$ cat src/rtl/amber_mmu_ptw_pkg.sv
// Shared definitions for the amber_mmu page-table walker: PTE layout, fault codes,
// walker states and the PTE word-address helper.
package amber_mmu_ptw_pkg;

   localparam int unsigned LEVELS    = 4;
   localparam int unsigned IDX_W     = 9;
   localparam int unsigned VPN_W     = LEVELS * IDX_W;
   localparam int unsigned PPN_W     = 30;
   localparam int unsigned ADDR_W    = 48;
   localparam int unsigned WORD_W    = 24;
   localparam int unsigned PTE_V_BIT = 18;
   localparam int unsigned PTE_G_BIT = 19;

   typedef enum logic [2:0] {
      FLT_NOTPRESENT = 3'd0,
      FLT_PERM       = 3'd1,
      FLT_MALFORMED  = 3'd2,
      FLT_BUS        = 3'd3
   } fault_e;

   typedef enum logic [2:0] {
      ST_IDLE,
      ST_REQ_LO,
      ST_WAIT_LO,
      ST_REQ_HI,
      ST_WAIT_HI,
      ST_CHECK,
      ST_DONE,
      ST_DRAIN
   } state_e;

   // Index for a level, most-significant 9-bit group first.
   function automatic logic [IDX_W-1:0] vpn_index(input logic [VPN_W-1:0] vpn,
                                                  input logic [1:0]       level);
      logic [VPN_W-1:0] sh;
      sh = vpn >> (IDX_W * (LEVELS - 1 - int'(level)));
      return sh[IDX_W-1:0];
   endfunction

   // Word address of the low PTE word; each PTE occupies two consecutive words.
   function automatic logic [ADDR_W-1:0] pte_addr(input logic [PPN_W-1:0] tbl_ppn,
                                                  input logic [VPN_W-1:0] vpn,
                                                  input logic [1:0]       level);
      return {6'd0, tbl_ppn, 12'h000} + {38'd0, vpn_index(vpn, level), 1'b0};
   endfunction

endpackage

$ cat src/rtl/amber_mmu_ptw.sv
// Hardware page-table walker: takes one TLB miss, walks the 4-level radix table
// through a single-outstanding read port, and returns a TLB refill or a fault.
module amber_mmu_ptw
   import amber_mmu_ptw_pkg::*;
(
   input  logic        iw_clk,
   input  logic        iw_rst,
   input  logic [29:0] iw_root_ppn,
   input  logic        iw_abort,
   input  logic        iw_walk_req_valid,
   output logic        ow_walk_req_ready,
   input  logic [35:0] iw_walk_vpn,
   input  logic        iw_walk_is_dtlb,
   input  logic [15:0] iw_walk_asid,
   output logic        ow_walk_done,
   output logic        ow_walk_fault,
   output logic [2:0]  ow_walk_fault_code,
   output logic        ow_fill_valid,
   output logic        ow_fill_is_dtlb,
   output logic [35:0] ow_fill_vpn,
   output logic [29:0] ow_fill_ppn,
   output logic [5:0]  ow_fill_perm,
   output logic [7:0]  ow_fill_asid,
   output logic        ow_fill_global,
   output logic        ow_mem_req_valid,
   input  logic        iw_mem_req_ready,
   output logic [47:0] ow_mem_req_addr,
   input  logic        iw_mem_resp_valid,
   input  logic [23:0] iw_mem_resp_data,
   input  logic        iw_mem_resp_err
);

   state_e            state;
   logic [35:0]       vpn_q;
   logic              is_dtlb_q;
   logic [7:0]        asid_q;
   logic [1:0]        level_q;
   logic [29:0]       tbl_q;
   logic [23:0]       lo_q;
   logic [23:0]       hi_q;

   logic              pte_v;
   logic              pte_g;
   logic              pte_leaf;
   logic [5:0]        pte_perm;
   logic [29:0]       pte_ppn;
   logic              last_level;
   logic              unused_bits;

   always_comb begin
      pte_v      = hi_q[PTE_V_BIT];
      pte_g      = hi_q[PTE_G_BIT];
      pte_perm   = lo_q[5:0];
      pte_leaf   = |lo_q[2:0];
      pte_ppn    = {hi_q[17:0], lo_q[23:12]};
      last_level = (level_q == 2'(LEVELS - 1));
   end

   assign unused_bits = &{1'b0, iw_walk_asid[15:8], lo_q[11:6], hi_q[23:20]};

   always_ff @(posedge iw_clk) begin
      if (iw_rst) begin
         state              <= ST_IDLE;
         vpn_q              <= '0;
         is_dtlb_q          <= 1'b0;
         asid_q             <= '0;
         level_q            <= '0;
         tbl_q              <= '0;
         lo_q               <= '0;
         hi_q               <= '0;
         ow_walk_req_ready  <= 1'b1;
         ow_walk_done       <= 1'b0;
         ow_walk_fault      <= 1'b0;
         ow_walk_fault_code <= '0;
         ow_fill_valid      <= 1'b0;
         ow_fill_is_dtlb    <= 1'b0;
         ow_fill_vpn        <= '0;
         ow_fill_ppn        <= '0;
         ow_fill_perm       <= '0;
         ow_fill_asid       <= '0;
         ow_fill_global     <= 1'b0;
         ow_mem_req_valid   <= 1'b0;
         ow_mem_req_addr    <= '0;
      end else begin
         ow_walk_done  <= 1'b0;
         ow_fill_valid <= 1'b0;
         case (state)
            ST_IDLE: begin
               if (iw_walk_req_valid && !iw_abort) begin
                  vpn_q             <= iw_walk_vpn;
                  is_dtlb_q         <= iw_walk_is_dtlb;
                  asid_q            <= iw_walk_asid[7:0];
                  level_q           <= '0;
                  tbl_q             <= iw_root_ppn;
                  ow_mem_req_addr   <= pte_addr(iw_root_ppn, iw_walk_vpn, 2'd0);
                  ow_mem_req_valid  <= 1'b1;
                  ow_walk_req_ready <= 1'b0;
                  state             <= ST_REQ_LO;
               end
            end

            ST_REQ_LO, ST_REQ_HI: begin
               // Once the handshake happens a response is owed, so abort must drain it.
               if (iw_mem_req_ready) begin
                  ow_mem_req_valid <= 1'b0;
                  if (iw_abort)
                     state <= ST_DRAIN;
                  else if (state == ST_REQ_LO)
                     state <= ST_WAIT_LO;
                  else
                     state <= ST_WAIT_HI;
               end else if (iw_abort) begin
                  ow_mem_req_valid  <= 1'b0;
                  ow_walk_req_ready <= 1'b1;
                  state             <= ST_IDLE;
               end
            end

            ST_WAIT_LO, ST_WAIT_HI: begin
               if (iw_mem_resp_valid) begin
                  if (iw_abort) begin
                     ow_walk_req_ready <= 1'b1;
                     state             <= ST_IDLE;
                  end else if (iw_mem_resp_err) begin
                     ow_walk_done       <= 1'b1;
                     ow_walk_fault      <= 1'b1;
                     ow_walk_fault_code <= FLT_BUS;
                     state              <= ST_DONE;
                  end else if (state == ST_WAIT_LO) begin
                     lo_q             <= iw_mem_resp_data;
                     ow_mem_req_addr  <= ow_mem_req_addr + 48'd1;
                     ow_mem_req_valid <= 1'b1;
                     state            <= ST_REQ_HI;
                  end else begin
                     hi_q  <= iw_mem_resp_data;
                     state <= ST_CHECK;
                  end
               end else if (iw_abort) begin
                  state <= ST_DRAIN;
               end
            end

            ST_CHECK: begin
               if (iw_abort) begin
                  ow_walk_req_ready <= 1'b1;
                  state             <= ST_IDLE;
               end else if (!pte_v) begin
                  ow_walk_done       <= 1'b1;
                  ow_walk_fault      <= 1'b1;
                  ow_walk_fault_code <= FLT_NOTPRESENT;
                  state              <= ST_DONE;
               end else if (pte_leaf != last_level) begin
                  ow_walk_done       <= 1'b1;
                  ow_walk_fault      <= 1'b1;
                  ow_walk_fault_code <= FLT_MALFORMED;
                  state              <= ST_DONE;
               end else if (!pte_leaf) begin
                  tbl_q            <= pte_ppn;
                  level_q          <= level_q + 2'd1;
                  ow_mem_req_addr  <= pte_addr(pte_ppn, vpn_q, level_q + 2'd1);
                  ow_mem_req_valid <= 1'b1;
                  state            <= ST_REQ_LO;
               end else begin
                  ow_walk_done       <= 1'b1;
                  ow_walk_fault      <= 1'b0;
                  ow_walk_fault_code <= '0;
                  ow_fill_valid      <= 1'b1;
                  ow_fill_is_dtlb    <= is_dtlb_q;
                  ow_fill_vpn        <= vpn_q;
                  ow_fill_ppn        <= pte_ppn;
                  ow_fill_perm       <= pte_perm;
                  ow_fill_asid       <= asid_q;
                  ow_fill_global     <= pte_g;
                  state              <= ST_DONE;
               end
            end

            ST_DONE: begin
               ow_walk_req_ready <= 1'b1;
               state             <= ST_IDLE;
            end

            ST_DRAIN: begin
               if (iw_mem_resp_valid) begin
                  ow_walk_req_ready <= 1'b1;
                  state             <= ST_IDLE;
               end
            end

            default: begin
               ow_mem_req_valid  <= 1'b0;
               ow_walk_req_ready <= 1'b1;
               state             <= ST_IDLE;
            end
         endcase
      end
   end

endmodule

$ cat config.mk
export PLATFORM = sky130hd
export DESIGN_NAME = amber_mmu_ptw
export DESIGN_NICKNAME = d
export VERILOG_FILES = /design/src/rtl/amber_mmu_ptw_pkg.sv /design/src/rtl/amber_mmu_ptw.sv
export SDC_FILE = /design/constraint.sdc
export NUM_CORES = 1
export LEC_CHECK = 0
export ABC_AREA = 1
export ABC_CLOCK_PERIOD_IN_PS = 2300
export CAP_MARGIN = 20
export CELL_PAD_IN_SITES_DETAIL_PLACEMENT = 2
export CELL_PAD_IN_SITES_GLOBAL_PLACEMENT = 2
export CORE_MARGIN = 5
export CORE_UTILIZATION = 27
export DETAILED_ROUTE_END_ITERATION = 8
export PLACE_DENSITY = 0.78
export SETUP_SLACK_MARGIN = 0.15
export SYNTH_ARGS = -nofsm -noshare
export SYNTH_HDL_FRONTEND = slang
export SYNTH_SLANG_ARGS = --single-unit
$ cat constraint.sdc
create_clock -name iw_clk -period 2.3 [get_ports iw_clk]
set_clock_uncertainty 0.1 [all_clocks]
set_input_delay 0.23 -clock iw_clk [delete_from_list [all_inputs] [get_ports iw_clk]]
set_output_delay 0.23 -clock iw_clk [all_outputs]
set_load 0.03 [all_outputs]
==> results of run 1 <==
metrics by stage:
step           hold slack, ps  setup TNS [ps]
2_1_floorplan             265               0
3_3_place_gp              352               0
3_5_place_dp              369           -1060
4_1_cts                   118               0
5_1_grt                   175               0
6_report                  144               0
placed cells by master, fill, tap and decap left out, types with 9 or more instances in the layout:
master / count
dlygate4sd2_1: 9
dfxtp_2: 9
clkdlybuf4s50_1: 226
buf_4: 71
o21ai_0: 214
buf_12: 16
o21ai_1: 26
inv_1: 87
nor2_1: 400
nand4_1: 18
nor2_2: 10
nand3_1: 69
a21oi_1: 103
clkbuf_16: 29
clkinv_2: 11
nand2_1: 239
dfxtp_1: 215
cells by family (layout without fill, tap and decap cells):
logic type,after synthesis,count (layout),synth area share (%)
other,1,1,0.0359
DFF,225,225,43.1
AOI/OAI and AO/OA,375,375,18.7
adders and majority gates,3,3,0.360
and+or+nand+nor,767,767,29.5
xor gates and xnor gates,7,7,0.587
buffers and inverters,185,486,7.59
worst max path at each step:
stage / endpoint / from / slack (ps) / cells after the start
global route: ow_mem_req_addr[45] / ow_mem_req_addr[18] / 70 / 9
global placement: ow_mem_req_addr[0] / iw_abort / 30 / 11
floorplan: ow_mem_req_addr[46] / ow_mem_req_addr[1] / 250 / 10
finish: ow_mem_req_addr[45] / ow_mem_req_addr[18] / 150 / 9
CTS: ow_mem_req_addr[17] / state[0] / 150 / 11
detailed placement: ow_mem_req_addr[45] / iw_abort / -90 / 11
registers in the layout, indices dropped and copies added, names as in the netlist, 2 cells and up:
register	count
asid_q	8
level_q	2
vpn_q	36
lo_q	18
ow_mem_req_addr	48
ow_fill_asid	8
hi_q	20
ow_fill_perm	6
ow_fill_vpn	36
state	3
ow_fill_ppn	30
ow_walk_fault_code	2
repair_timing:
item | in CTS | in global routing
pin swaps | 6 | 10
buffers inserted | 3 | 4
setup endpoints to repair | 134 | 76
gates resized for setup | 40 | 47
cloned | 2 | 1
metal layers:
layer  vias to the layer above  GRT usage [%]  part of all wire, %
met2                       242           40.9                   49
met3                        75           3.23                  4.0
met5                         -              0                0.025
met4                         2           6.89                  2.8
li1                       5648              -                    -
met1                      5936           29.9                   44
layout make-up:
type / count / area share (%)
Inverter: 99 / 2.66
Sequential cell: 225 / 29.7
Multi-Input combinational cell: 1153 / 34.6
Clock inverter: 17 / 1.13
Tap cell: 518 / 4.26
Clock buffer: 34 / 5.09
Timing Repair Buffer: 336 / 22.6
worst reg2reg max path: cells and delay by family (launching register included):
kind / cells / cell delay [ps]
AND/OR/NAND/NOR: 8 / 1260
flip-flops: 1 / 490
buffers and inverters: 1 / 190
where the power goes:
part / internal, mW / switching (mW) / leakage (nW)
Combinational: 2.71 / 4.10 / 3.61
Sequential: 4.50 / 0.799 / 1.83
Clock: 2.63 / 1.88 / 0.477
==> flow_metrics.tcl, run 1 <==
set metrics [dict create \
    gr-usage-all-layers_pct 23.3 \
    synth_most_common_cell "nor2_1" \
    critical_path.startpoint_type "register" \
    synth-seq-cells 225 \
    synth.top_cell.area_share_pct 43.1 \
    async_flop_share_pct 0 \
    synthToLayoutAreaGrowth_pct 45.6 \
    final_util_pct 39.5 \
    clock.fmax_mhz 466 \
    cp_top_family "simple AND/OR/NAND/NOR gates" \
    num_rows 72 \
    cp_max_fo 5 \
    final.min_clock_period_ps 2150 \
    reg2reg_from "ow_mem_req_addr[18]" \
    h-tree-depth 1 \
    cts.reportedPaths.clkPinSlew_ps 60 \
    dpl-instance-area_mm2 0.0139 \
    ant_nets 0 \
    clock_sinks 225 \
    drive_above_1_share_pct 10.7 \
    first_pass_iters 4 \
    cts_made_buffers 28 \
    fin_crit_sh_pct 93.4 \
    setup_viol 0 \
    cts_root_buffer "clkbuf_16" \
    hold_viol_final 0 \
    pwr_density_cell_mw_per_mm2 1090 \
    grt_pass1_vias 12800 \
    cpMaxStageDelayCell "dfxtp_1" \
    nets 1960 \
    layout.cells.non_filler 2382 \
    ys_types 36 \
    antenna_found_initial 1 \
    slowest_delay_ps 490 \
    peakVddDrop_v 0.000568 \
    die_x_um 207 \
    n_antenna_cell 0 \
    design_area_mm2 0.0152 \
    cts_hold_buf 0 \
    io_buffers 242 \
    synthCells 1563 \
    cts_tree "yes" \
    dr_total_vias 11900 \
    register_area_mm2 0.00452 \
    maxSlewViolCount 0 \
    critical_path_arrival_ps 2510 \
    worstMarginPinSlew_ps 515 \
    synth_commonest_cells "nor2_1 (410), nand2_1 (244), dfxtp_1 (225), o21ai_0 (220), a21oi_1 (104)" \
    ys_seq_area_share_pct 43.1 \
    hold_depth 3 \
    pre_cts_slack_ps -86.1 \
    clock_path_buffers 3 \
    synth_edf_count 0 \
    synth_top_flop_cell "dfxtp_1" \
    drc_errors 0 \
    vias_per_cell 5.00 \
    r2r_setup_slack_ps 150 \
    grt_pass1_wl_um 77000 \
    timing.reg2reg.worst_path_depth 9 \
    setup_slack_ps 152 \
    power_mw 16.6 \
    yosysWarningCount 0 \
    syn_area_mm2 0.0104 \
    multi_input_area_mm2 0.00526 \
    hold_class "input pin to register" \
    grt_overflow 0 \
    syn_area_per_cell_um2 6.68 \
    max_slew_margin_pct 65.3 \
    leakage_nw 5.92 \
    dp_cells 2321 \
    synth_area_leaders "dfxtp_1 (43%), nor2_1 (15%), o21ai_0 (11%), nand2_1 (8.8%), a21oi_1 (5.0%)" \
    coreArea_mm2 0.0385 \
    critPathBufInv 1 \
    avgRoutedWirePerCell_um 21.8 \
    synthesis.nets 1680 \
    fillCellCount 4542 \
    drt_iter0_markers 515 \
    status "finished clean" \
    cpMostUsedCell "nor2_1" \
    synth_top_area_cell "dfxtp_1" \
    gp_congestion 0.878 \
    ios 252 \
    hp-start "iw_mem_resp_data[6]" \
    min_to "hi_q[6]" \
    path_class "register to register" \
    grt_max_degree 55 \
    wl_um 51900 \
    rsz0062_at_grt "true" \
    r2r-end "ow_mem_req_addr[45]" \
    crit_chain "nand2_1 -> nor2_2 -> nand2_1 -> inv_1 -> nand3_1 -> nor2_1 -> nand3_1 -> nor2_1 -> nor2_1" \
    die_h_um 207 \
    clock_latency_ps 580 \
    worstPathRequired_ps 2660 \
    end_kind "register" \
    initial_core_util_pct 27.1 \
    maxCapViolations 0 \
    hpwl_um 38800 \
    dieArea_mm2 0.0427 \
]
Power figures use the tool's default switching activity.
==> run 2, diff against run 1 <==
--- a/config.mk
+++ b/config.mk
@@ -12,6 +12,7 @@
 export CELL_PAD_IN_SITES_GLOBAL_PLACEMENT = 2
 export CORE_MARGIN = 5
 export CORE_UTILIZATION = 27
+export CTS_CLUSTER_DIAMETER = 200
 export DETAILED_ROUTE_END_ITERATION = 8
 export PLACE_DENSITY = 0.78
 export SETUP_SLACK_MARGIN = 0.15
==> results of run 2 <==
Same layout as run 1: the final DEF is identical, and so are final timing and power.
